## src/rtl/mem_port_arbiter_if.sv

```systemverilog
`default_nettype none
// ============================================================================
//  Module      : mem_port_arbiter_if
//  Description : Request/grant/acknowledge bundle between the data-memory
//                port arbiter and its requesters / memory interface.
//  Revision    : 1.0 - initial release
// ============================================================================
interface mem_port_arbiter_if;
    logic [3:0] req;        // level-held request per requester
    logic       mem_ready;  // memory completes the current transaction
    logic [3:0] grant;      // one-hot registered grant
    logic [1:0] sel;        // port-mux select (index of granted requester)
    logic       mem_valid;  // transaction presented to memory
    logic [3:0] ack;        // one-cycle completion pulse
    logic       timeout;    // one-cycle abort pulse

    // Arbiter side: owns grant/select/handshake outputs.
    modport master (
        input  req,
        input  mem_ready,
        output grant,
        output sel,
        output mem_valid,
        output ack,
        output timeout
    );

    // Environment side: requesters plus memory.
    modport slave (
        output req,
        output mem_ready,
        input  grant,
        input  sel,
        input  mem_valid,
        input  ack,
        input  timeout
    );
endinterface : mem_port_arbiter_if
`default_nettype wire

```

## src/rtl/mem_port_arbiter.sv

```systemverilog
`default_nettype none
// ============================================================================
//  Module      : mem_port_arbiter
//  Description : Round-robin arbiter for the shared 32-bit data-memory port.
//                Four requesters (fetch, LSU, debug, DMA); one transaction at
//                a time, back-to-back grants on completion, registered
//                one-cycle ack. Optional transaction watchdog enabled by
//                defining the macro ARB_TIMEOUT_EN.
//  Revision    : 1.0 - initial release
// ============================================================================
module mem_port_arbiter #(
    parameter int TIMEOUT_CYCLES = 16
) (
    input  wire logic             clk,
    input  wire logic             reset,
    mem_port_arbiter_if.master    bus
);

    generate
        if (TIMEOUT_CYCLES < 2 || TIMEOUT_CYCLES > 256) begin : g_bad_timeout
            $error("mem_port_arbiter: TIMEOUT_CYCLES must be within 2..256");
        end
    endgenerate

    typedef enum logic [0:0] {
        S_IDLE = 1'b0,
        S_BUSY = 1'b1
    } state_t;

    state_t     r_state,   w_state_nxt;
    logic [3:0] r_grant,   w_grant_nxt;
    logic [1:0] r_sel,     w_sel_nxt;
    logic [1:0] r_ptr,     w_ptr_nxt;
    logic [3:0] r_ack,     w_ack_nxt;
    logic       r_timeout, w_timeout_nxt;
    logic       w_load;

    logic [3:0] w_search_req;
    logic [1:0] w_search_ptr;
    logic [1:0] w_idx;
    logic [1:0] w_win;
    logic       w_found;
    logic       w_done;
    logic       w_abort;

    assign w_done = (r_state == S_BUSY) && bus.mem_ready;

`ifdef ARB_TIMEOUT_EN
    localparam logic [7:0] c_TMO_LAST = 8'(TIMEOUT_CYCLES - 1);

    logic [7:0] r_cnt;

    // Abort only when the stall budget is used up; a ready on the same edge wins.
    assign w_abort = (r_state == S_BUSY) && !bus.mem_ready && (r_cnt == c_TMO_LAST);

    // Stall counter: restarts with every new grant, counts non-ready BUSY cycles.
    always_ff @(posedge clk) begin
        if (reset) begin
            r_cnt <= 8'd0;
        end else if (w_load) begin
            r_cnt <= 8'd0;
        end else if ((r_state == S_BUSY) && !bus.mem_ready) begin
            r_cnt <= r_cnt + 8'd1;
        end
    end
`else
    assign w_abort = 1'b0;
`endif

    // Winner search: first set bit of the eligible requests starting at the
    // priority pointer. While BUSY the pointer used is the one that will take
    // effect at this edge (sel+1) and the current owner is masked out.
    always_comb begin
        w_search_req = (r_state == S_BUSY) ? (bus.req & ~r_grant) : bus.req;
        w_search_ptr = (r_state == S_BUSY) ? (r_sel + 2'd1) : r_ptr;
        w_found      = 1'b0;
        w_win        = 2'd0;
        w_idx        = 2'd0;
        for (int k = 0; k < 4; k++) begin
            w_idx = w_search_ptr + 2'(k);
            if (!w_found && w_search_req[w_idx]) begin
                w_found = 1'b1;
                w_win   = w_idx;
            end
        end
    end

    // Next-state and next-output logic; every register holds unless told otherwise.
    always_comb begin
        w_state_nxt   = r_state;
        w_grant_nxt   = r_grant;
        w_sel_nxt     = r_sel;
        w_ptr_nxt     = r_ptr;
        w_ack_nxt     = 4'b0000;
        w_timeout_nxt = 1'b0;
        w_load        = 1'b0;
        case (r_state)
            S_IDLE: begin
                if (w_found) begin
                    w_state_nxt = S_BUSY;
                    w_grant_nxt = 4'b0001 << w_win;
                    w_sel_nxt   = w_win;
                    w_load      = 1'b1;
                end
            end
            S_BUSY: begin
                if (w_done || w_abort) begin
                    w_ptr_nxt     = r_sel + 2'd1;
                    w_ack_nxt     = w_done ? r_grant : 4'b0000;
                    w_timeout_nxt = w_abort;
                    if (w_found) begin
                        w_grant_nxt = 4'b0001 << w_win;
                        w_sel_nxt   = w_win;
                        w_load      = 1'b1;
                    end else begin
                        w_state_nxt = S_IDLE;
                        w_grant_nxt = 4'b0000;
                    end
                end
            end
            default: begin
                w_state_nxt = S_IDLE;
                w_grant_nxt = 4'b0000;
            end
        endcase
    end

    // State and output registers; reset discards any in-flight transaction.
    always_ff @(posedge clk) begin
        if (reset) begin
            r_state   <= S_IDLE;
            r_grant   <= 4'b0000;
            r_sel     <= 2'd0;
            r_ptr     <= 2'd0;
            r_ack     <= 4'b0000;
            r_timeout <= 1'b0;
        end else begin
            r_state   <= w_state_nxt;
            r_grant   <= w_grant_nxt;
            r_sel     <= w_sel_nxt;
            r_ptr     <= w_ptr_nxt;
            r_ack     <= w_ack_nxt;
            r_timeout <= w_timeout_nxt;
        end
    end

    assign bus.grant     = r_grant;
    assign bus.sel       = r_sel;
    assign bus.mem_valid = |r_grant;
    assign bus.ack       = r_ack;
    assign bus.timeout   = r_timeout;

endmodule : mem_port_arbiter
`default_nettype wire
```

## src/flat_wrapper.sv

```systemverilog
// flat-port wrapper written by rule: the top's interface ports become plain ports
module mem_port_arbiter_flat 
#(
    parameter int TIMEOUT_CYCLES = 16
)
  (clk, reset, bus_req, bus_mem_ready, bus_grant, bus_sel, bus_mem_valid, bus_ack, bus_timeout);
  mem_port_arbiter_if bus_i ();
  input  wire logic clk;
  input  wire logic reset;
  input wire logic [$bits(bus_i.req)-1:0] bus_req;
  input wire logic [$bits(bus_i.mem_ready)-1:0] bus_mem_ready;
  output wire logic [$bits(bus_i.grant)-1:0] bus_grant;
  output wire logic [$bits(bus_i.sel)-1:0] bus_sel;
  output wire logic [$bits(bus_i.mem_valid)-1:0] bus_mem_valid;
  output wire logic [$bits(bus_i.ack)-1:0] bus_ack;
  output wire logic [$bits(bus_i.timeout)-1:0] bus_timeout;
  assign bus_i.req = bus_req;
  assign bus_i.mem_ready = bus_mem_ready;
  assign bus_grant = bus_i.grant;
  assign bus_sel = bus_i.sel;
  assign bus_mem_valid = bus_i.mem_valid;
  assign bus_ack = bus_i.ack;
  assign bus_timeout = bus_i.timeout;
  mem_port_arbiter #(.TIMEOUT_CYCLES(TIMEOUT_CYCLES)) u_core (.clk(clk), .reset(reset), .bus(bus_i));
endmodule
```

## config.mk

```make
export PLATFORM = sky130hd
export DESIGN_NAME = mem_port_arbiter_flat
export DESIGN_NICKNAME = d
export VERILOG_FILES = /design/src/rtl/mem_port_arbiter_if.sv /design/src/rtl/mem_port_arbiter.sv /design/src/flat_wrapper.sv
export SDC_FILE = /design/constraint.sdc
export NUM_CORES = 1
export LEC_CHECK = 0
export ABC_CLOCK_PERIOD_IN_PS = 1600
export BUFFER_PORTS_ARGS = -buffer_cell sky130_fd_sc_hd__buf_2
export CAP_MARGIN = 10
export CORE_UTILIZATION = 30
export DETAILED_ROUTE_END_ITERATION = 7
export MAX_ROUTING_LAYER = met4
export PLACE_DENSITY = 0.56
export SKIP_LAST_GASP = 1
export SYNTH_ARGS = -nofsm -noshare
export SYNTH_HDL_FRONTEND = slang
export SYNTH_SLANG_ARGS = --single-unit
```

## constraint.sdc

```tcl
create_clock -name clk -period 1.6 [get_ports clk]
set_input_delay 0.16 -clock clk [delete_from_list [all_inputs] [get_ports clk]]
set_output_delay 0.16 -clock clk [all_outputs]
set_load 0.02 [all_outputs]
```

* Yosys cells after proc, flatten, opt, wreduce, memory -nomap -nowiden
Cells that the tools add are included.
** Word-level totals
- Memory bits (read-only) :: 0
- Memories kept :: 0
- Output and inout bits :: 12
- Bits of input ports :: 7
- Register bits after elaboration :: 13
- Bits in latches :: 0
- Bits in writable memories :: 0
- Word-level logic and storage cells :: 59
** Cells by class
- Add/sub/neg operators :: 4
- Divide/modulo/power cells :: 0
- Bitwise logic cells :: 4
- Reductions and logical operators :: 11
- $lt $le $gt $ge :: 4
- Shift-type cells :: 1
- Muxes and demuxes :: 28
- Equal/unequal tests :: 2
- $mul :: 0
** Operators by type and width (count)
- $mux W4 :: 4
- $mux W2 :: 7
- $lt A2 B3 Y1 const B :: 4
- $mux W1 :: 10
- $bmux W1 S2 :: 4
- $pmux W4 S2 :: 1
- $add A2 B1 Y2 const B :: 2
- $add A2 B2 Y2 const B :: 2
- $and A4 B4 Y4 :: 1
- $logic_and A1 B1 Y1 :: 4
- $not A4 Y4 :: 1
- $pmux W2 S2 :: 1
- $reduce_and A2 Y1 :: 2
- $reduce_or A4 Y1 :: 1
- $shl A1 B2 Y4 const A :: 1
- $logic_not A1 Y1 :: 3
- $reduce_or A3 Y1 :: 1
- $ne A2 B1 Y1 const B :: 1
- $ne A2 B2 Y1 const B :: 1
- $not A1 Y1 :: 2
- $pmux W1 S2 :: 1

* Longest topological paths before layout
Gate-level depths: netlist of the first run.
- Depth in word-level cells :: 19
- Depth in mapped cells :: 5
- Mapped depth without buffers :: 5

* Worst setup path after synthesis of the first run
No wires, ideal clock.
- Path kind :: register -> register
- From :: register u_core.r_sel[0], in the netlist u_core.bus.sel[0]
- To :: register u_core.r_grant[1], in the netlist u_core.bus.grant[1]
- Period minus slack after synthesis :: 1.644 ns
- Slack :: -0.044 ns
- Data arrival time :: 1.548 ns
- Stages on the path, launching flop included :: 6
- Path buffers :: 0
- Data required time :: 1.504 ns
- Library setup time :: 0.096 ns
- Cells stage by stage :: dfxtp_1 -> xnor2_1 -> a21oi_2 -> a21boi_1 -> a311o_1 -> o41ai_2
** Between the ends
- Longest elaborated chain between the ends :: 18
- Elaborated cells between the ends (all ways) :: 34
- Classes of those cells :: add/sub: 4; eq/ne: 1; shift: 1; mux: 21; reduce/logical: 7
** RTL lines
- start: declaration :: RTL line mem_port_arbiter.sv:32 : logic [1:0] r_sel, w_sel_nxt;
- start signal: assignment :: RTL line mem_port_arbiter.sv:140 : r_sel <= w_sel_nxt;
- $add A2 B1 Y2 (*) :: RTL line mem_port_arbiter.sv:75 : w_search_ptr = (r_state == S_BUSY) ? (r_sel + 2'd1) : r_ptr;
- $mux W2 (*) :: RTL line mem_port_arbiter.sv:75
- branches (longest 16 deep; another with $add A2 B1 Y2)
- end signal: assignment :: RTL line mem_port_arbiter.sv:139 : r_grant <= w_grant_nxt;
- end: declaration :: RTL line mem_port_arbiter.sv:31 : logic [3:0] r_grant, w_grant_nxt;
Every way passes the cells marked *. The select of a mux whose other input is x is not followed.
A chain may end at the register's enable or synchronous reset.

* Worst setup path in the final report of the first run
- From :: register u_core.r_grant[2], in the netlist u_core.bus.grant[2]
- To :: output bus_mem_valid
** Between the ends
- Longest elaborated chain between the ends :: 1
** RTL lines
- $reduce_or A4 Y1 :: RTL line mem_port_arbiter.sv:149 : assign bus.mem_valid = |r_grant;
- end: declaration :: RTL line flat_wrapper.sv:14 : output wire logic [$bits(bus_i.mem_valid)-1:0] bus_mem_valid;
Every way passes these cells.

==> results of run 1 <==
-- synth_stat cells, drive strengths merged (2+ instances only) --
library cell,n
dfxtp,13
nor2,12
a21oi,6
nand2,5
nand3b,5
and2,4
a21boi,3
inv,3
nand2b,3
o21ai,3
a32o,2
buf,2
o221ai,2
o41ai,2
-- logic make-up after synthesis --
family / count (synthesis) / synth area share
AND/OR/NAND/NOR: 33 / 0.262
AO/OA/AOI/OAI: 25 / 0.294
buffers and inverters: 6 / 0.0407
XOR/XNOR: 1 / 0.0129
other: 1 / 0.00554
flip-flops: 13 / 0.384
-- final timing paths --
check	startpoint	endpoint	slack (ps)	cells past startpoint
max	u_core.bus.grant[2]	bus_mem_valid	5	3
min reg2reg	u_core.bus.sel[1]	u_core.bus.sel[1]	500	2
max reg2reg	u_core.bus.sel[1]	u_core.bus.grant[3]	30	5
min	reset	u_core.r_ptr[1]	200	2
-- timing repair --
action                     4_1_cts  5_1_grt
hold buffers                     0        0
cloned                           0        0
pin swaps                        0        1
setup endpoints to repair        5        5
buffers inserted                 0        2
resized for setup                3       10
-- metal layers --
layer  track usage  share of wire
met5             -              0
met4        0.0714          0.022
met3        0.0185          0.056
met2         0.244           0.44
met1         0.212           0.48
-- per-stage QoR --
step | util | area [um^2] | setup slack [ps]
floorplan | - | 679 | 32.3
global placement | 0.420 | 857 | -9.12
detailed placement | 0.420 | 857 | -39.1
CTS | 0.437 | 892 | -0.140
global route | 0.460 | 940 | -57.4
finish | 0.460 | 940 | 5.41
-- layout make-up --
cell class                      count  area (um^2)  share of cell area
Tap cell                           27         33.8              0.0360
Inverter                            3         11.3              0.0120
Multi-Input combinational cell     60          402               0.427
Timing Repair Buffer               29          198               0.210
Sequential cell                    13          269               0.286
Clock buffer                        4         26.3              0.0280
-- power breakdown --
group	internal, uW	switching [uW]	total, uW
clock network	96.9	112	209
logic	146	158	304
registers	350	24.9	375
total	593	295	888
-- state kept, by name (all words and copies together), names as in the netlist --
| name | cells |
|---|---|
| u_core.bus.grant | 4 |
| u_core.bus.sel | 2 |
| u_core.bus.ack | 4 |
| u_core.r_state | 1 |
| u_core.r_ptr | 2 |
==> impl_metrics.yaml, run 1 <==
outcome:
  outcome: "finished, final reports clean"
sta:
  finalSetupTns_ps: 0
  worst_clock_skew_ps: 3.01
  setup_viol: 0
  period_share: 0.997
  clock.fmax_mhz: 627
  hold_violations: 0
  maxSlewViolCount: 0
  rsz0062_at_grt: "yes"
  min_period_ps: 1590
  hold_ws_ps: 197
clock_tree:
  clkTransAtPathRegs_ps: 80
  numCtsBuffers: 3
  clkLatencyLatePin_ps: 280
  cts_tree: "yes"
  cts-root-buf: "clkbuf_4"
  max-clock-path-buffers: 2
  htree_levels: 1
  cts.sinks: 13
final_layout:
  num-fill-cells: 227
  layout.cells.most_common: "buf_2"
  layoutNonFillerInstCount: 136
  drive_gt1_frac: 0.394
  area_growth_pct: 38.8
  diodes: 0
  layout.nets: 117
  final_cell_mix: "16 x buf_2, 12 x nor2_1, 10 x buf_4"
synthesis:
  synth.largest_area_cell: "dfxtp_1"
  synth.area.top_cells: "dfxtp_1 38%, nor2_1 6.7%, nand3b_1 5.5%, o41ai_2 4.8%, a21oi_1 3.7%"
  synth_ff_type: "dfxtp_1"
  seq_area_frac_synth: 0.384
  ys_warn_count: 0
  ys_ff_latch: 13
  synth_top_area_frac: 0.384
  syn_area_um2: 677
  syn_avg_cell_area_um2: 8.57
  ys_types: 32
  syn_inst: 79
  syn-num-nets: 86
  synth_edf_count: 0
  synthArstFlopShare: 0
floorplanning:
  dieArea_um2: 2450
  num_rows: 16
  design.core.area_um2: 2040
  io_pins: 19
  initial_core_util: 0.331
  die_y_um: 49.5
  die-width_um: 49.5
detailed_routing:
  drt-wirelength-per-cell_um: 12.9
  dr.pass1.iters: 4
  ant_nets: 0
  drtIter0Drc: 19
  drc: 0
  drt_wl_total_um: 1760
  avgViaCountPerCell: 5.18
  vias: 704
grt:
  antenna_found_initial: 0
  grt_use_total: 0.160
  grt_pass1_wl_um: 2870
  grt_max_degree: 13
  grt_overflow: 0
  grt_pass1_vias: 649
pwr:
  power.density_nw_per_um2: 945
  peakVddDrop_mv: 0.488
  p_leak_uw: 0.000421
  p_total_uw: 888
place:
  numPortBuffers: 17
  dp_hpwl_um: 1330
  globalplace.congestion: 0.793
  dp_cells: 130
setup_path:
  worstPathMaxFanout: 2
  crit_chain: "buf_6, or4_4, buf_6"
  crit_type: "reg2out"
  slowest_stage: "or4_4"
  cp_num_buf_inv: 2
  cp_slowest_stage_delay_ps: 530
  start_kind: "flip-flop"
  crit_arrival_ps: 1430
  cp_top_family: "simple AND/OR/NAND/NOR gates"
  cpMostUsedCell: "buf_6"
  end_kind: "output pin"
  crit_required_ps: 1440
min_path:
  hp-class: "in2reg"
run:
  maxCapViolCount: 0
Power figures use the tool's default switching activity.
==> inputs of run 2 (changes only) <==
Settings changed: ABC_AREA from default to 1, PLACE_DENSITY 0.56 to 0.54.
==> run 2 against run 1 <==
  * The flow now finishes with violations (negative setup slack)
  * Power grew to 3.3 times the previous value
  * Global-route usage is 0.59 points higher
  * Clock skew is 1.4 ps higher
  * Setup slack worse by 190 ps
  * Design area is 52% higher
  * Utilization is 0.36 points higher
  * Critical path type is now reg2reg
  * Largest power group is now combinational logic
  * Critical endpoint is now u_core.bus.sel[1]
  * Final cell count is 71% higher
==> impl_metrics.yaml, run 2 <==
outcome:
  outcome: "complete, but fails checks"
  violations: "negative setup slack"
sta:
  hold_violations: 0
  worst_clock_skew_ps: 4.39
  min_period_ps: 1780
  layout_setup_ws_ps: -181
  period_share: 1.11
  clock.fmax_mhz: 562
  finalSetupTns_ps: -979
  setup_viol: 7
  maxSlewViolCount: 0
  rsz0062_at_grt: "yes"
pwr:
  peakVddDrop_mv: 0.968
  p_leak_uw: 0.000694
  power.density_nw_per_um2: 2040
  p_total_uw: 2910
synthesis:
  syn_area_um2: 977
  ys_types: 22
  yosysMostFrequentCell: "nand2_1"
  synth_ff_type: "dfxtp_1"
  synth.largest_area_cell: "dfxtp_1"
  synth_top_area_frac: 0.266
  synth_edf_count: 0
  syn_inst: 155
  synthArstFlopShare: 0
  synth.area.top_cells: "dfxtp_1 27%, nand2_1 18%, nand2_2 9.6%, nand3_1 8.7%, inv_1 6.5%"
  syn_avg_cell_area_um2: 6.30
  ys_warn_count: 0
  syn-num-nets: 162
  ys_ff_latch: 13
  synthTopCellsByCount: "47 x nand2_1, 17 x inv_1, 17 x nand3_1"
  seq_area_frac_synth: 0.266
final_layout:
  area_growth_pct: 46.1
  layoutNonFillerInstCount: 233
  final_cell_mix: "33 x nand2_1, 22 x nand2_2, 17 x buf_2"
  drive_gt1_frac: 0.508
  layout.cells.most_common: "nand2_1"
  diodes: 0
  layout.nets: 197
clock_tree:
  numCtsBuffers: 3
  cts-root-buf: "clkbuf_4"
  postCtsHoldBufs: 0
  cts_tree: "yes"
  clkLatencyLatePin_ps: 280
  max-clock-path-buffers: 2
  htree_levels: 1
  clkTransAtPathRegs_ps: 80
  cts.sinks: 13
detailed_routing:
  avgViaCountPerCell: 4.67
  drt_wl_total_um: 2750
  vias: 1089
  dr.pass1.iters: 5
  ant_nets: 0
  drt-wirelength-per-cell_um: 11.8
  drc: 0
  drtIter0Drc: 29
grt:
  grt_pass1_vias: 1012
  grt_max_degree: 9
  grt_pass1_wl_um: 4280
  grt_overflow: 0
  grt_use_total: 0.166
  antenna_found_initial: 0
floorplanning:
  dieArea_um2: 3490
  initial_core_util: 0.317
  die-width_um: 59.1
  io_pins: 19
  design.core.area_um2: 3080
  die_y_um: 59.1
  num_rows: 20
setup_path:
  crit_type: "reg2reg"
  end_kind: "flip-flop"
  start_kind: "flip-flop"
  rr_worst_depth: 11
  crit_start: "u_core.r_state"
  r2r_end: "u_core.bus.sel[1]"
  cp_num_buf_inv: 1
  cp_slowest_stage_delay_ps: 360
  r2r_start: "u_core.r_state"
  slowest_stage: "dfxtp_4"
  worstPathMaxFanout: 7
  ff2ff_setup_slack_ps: -180
  crit_chain: "o21ai_4, buf_12, nand2_4, o21ai_4, nand2_1, nand2_2, nand3_2, nor2_4, nor2_4, o21ai_2, nor2_1"
  crit_required_ps: 1780
  crit_arrival_ps: 1960
  cp_top_family: "simple AND/OR/NAND/NOR gates"
run:
  maxCapViolCount: 0
place:
  dp_cells: 228
  dp_hpwl_um: 2100
  numPortBuffers: 17
  globalplace.congestion: 0.885
min_path:
  hp-class: "in2reg"
  hold_depth: 2
  holdCritStartpoint: "reset"
  holdPathEnd: "u_core.bus.grant[0]"
[run 2: worst max path at each step]
stage | to | slack (ps) | cells past startpoint
finish | u_core.bus.sel[1] | -180 | 11
global route | u_core.bus.grant[0] | -280 | 12
CTS | u_core.bus.grant[3] | -130 | 14
detailed placement | u_core.bus.sel[1] | -220 | 12
global placement | u_core.bus.sel[1] | -170 | 12
floorplan | u_core.bus.grant[3] | 7 | 15
[run 2: metrics by stage]
step | hold WS, ps | cell area [um^2] | setup slack, ps | utilization
floorplan | 229 | 981 | 6.74 | -
global placement | 349 | 1210 | -171 | 0.394
detailed placement | 353 | 1210 | -218 | 0.394
CTS | 49.7 | 1270 | -127 | 0.414
global route | 57.6 | 1430 | -278 | 0.464
finish | 57.9 | 1430 | -181 | 0.464
[run 2: repair_timing]
action | in CTS | in global routing
resized for setup | 9 | 38
setup endpoints to repair | 7 | 7
setup buffers | 0 | 1
pin swaps | 1 | 24
[run 2: worst reg2reg max path, stage by stage, from the launching register on]
cell	delay, ps
dfxtp_4	360
o21ai_4	280
buf_12	170
nand2_4	50
o21ai_4	70
nand2_1	100
nand2_2	130
nand3_2	100
nor2_4	140
nor2_4	60
o21ai_2	150
nor2_1	60
[run 2: area by class of cell]
| cell class | instances | area (um^2) |
|---|---|---|
| tap | 44 | 55.1 |
| clock buffer | 3 | 22.5 |
| timing repair buffer | 33 | 225 |
| fill | 315 | 1650 |
| clock inverter | 1 | 5.00 |
| multi-input combinational | 117 | 768 |
| inverter | 22 | 82.6 |
| sequential | 13 | 269 |
[run 2: layer usage]
layer | up-vias | global-route usage | routed length, um
met5 | - | - | 0
met4 | 0 | 0.0578 | 20
met3 | 3 | 0.0218 | 73
met2 | 20 | 0.266 | 1430
met1 | 514 | 0.214 | 1220
li1 | 552 | - | -
[run 2: cell families after synthesis]
| group | Yosys count | share of synthesized area |
|---|---|---|
| other cells | 1 | 0.00384 |
| buf+inv | 25 | 0.119 |
| flops | 13 | 0.266 |
| simple gates | 100 | 0.512 |
| compound gates | 16 | 0.0986 |
[run 2: where the power goes]
group | switching [uW] | internal (uW) | total, uW
registers | 81.6 | 417 | 499
logic | 1370 | 835 | 2200
clock network | 114 | 92.9 | 206
total | 1560 | 1350 | 2910
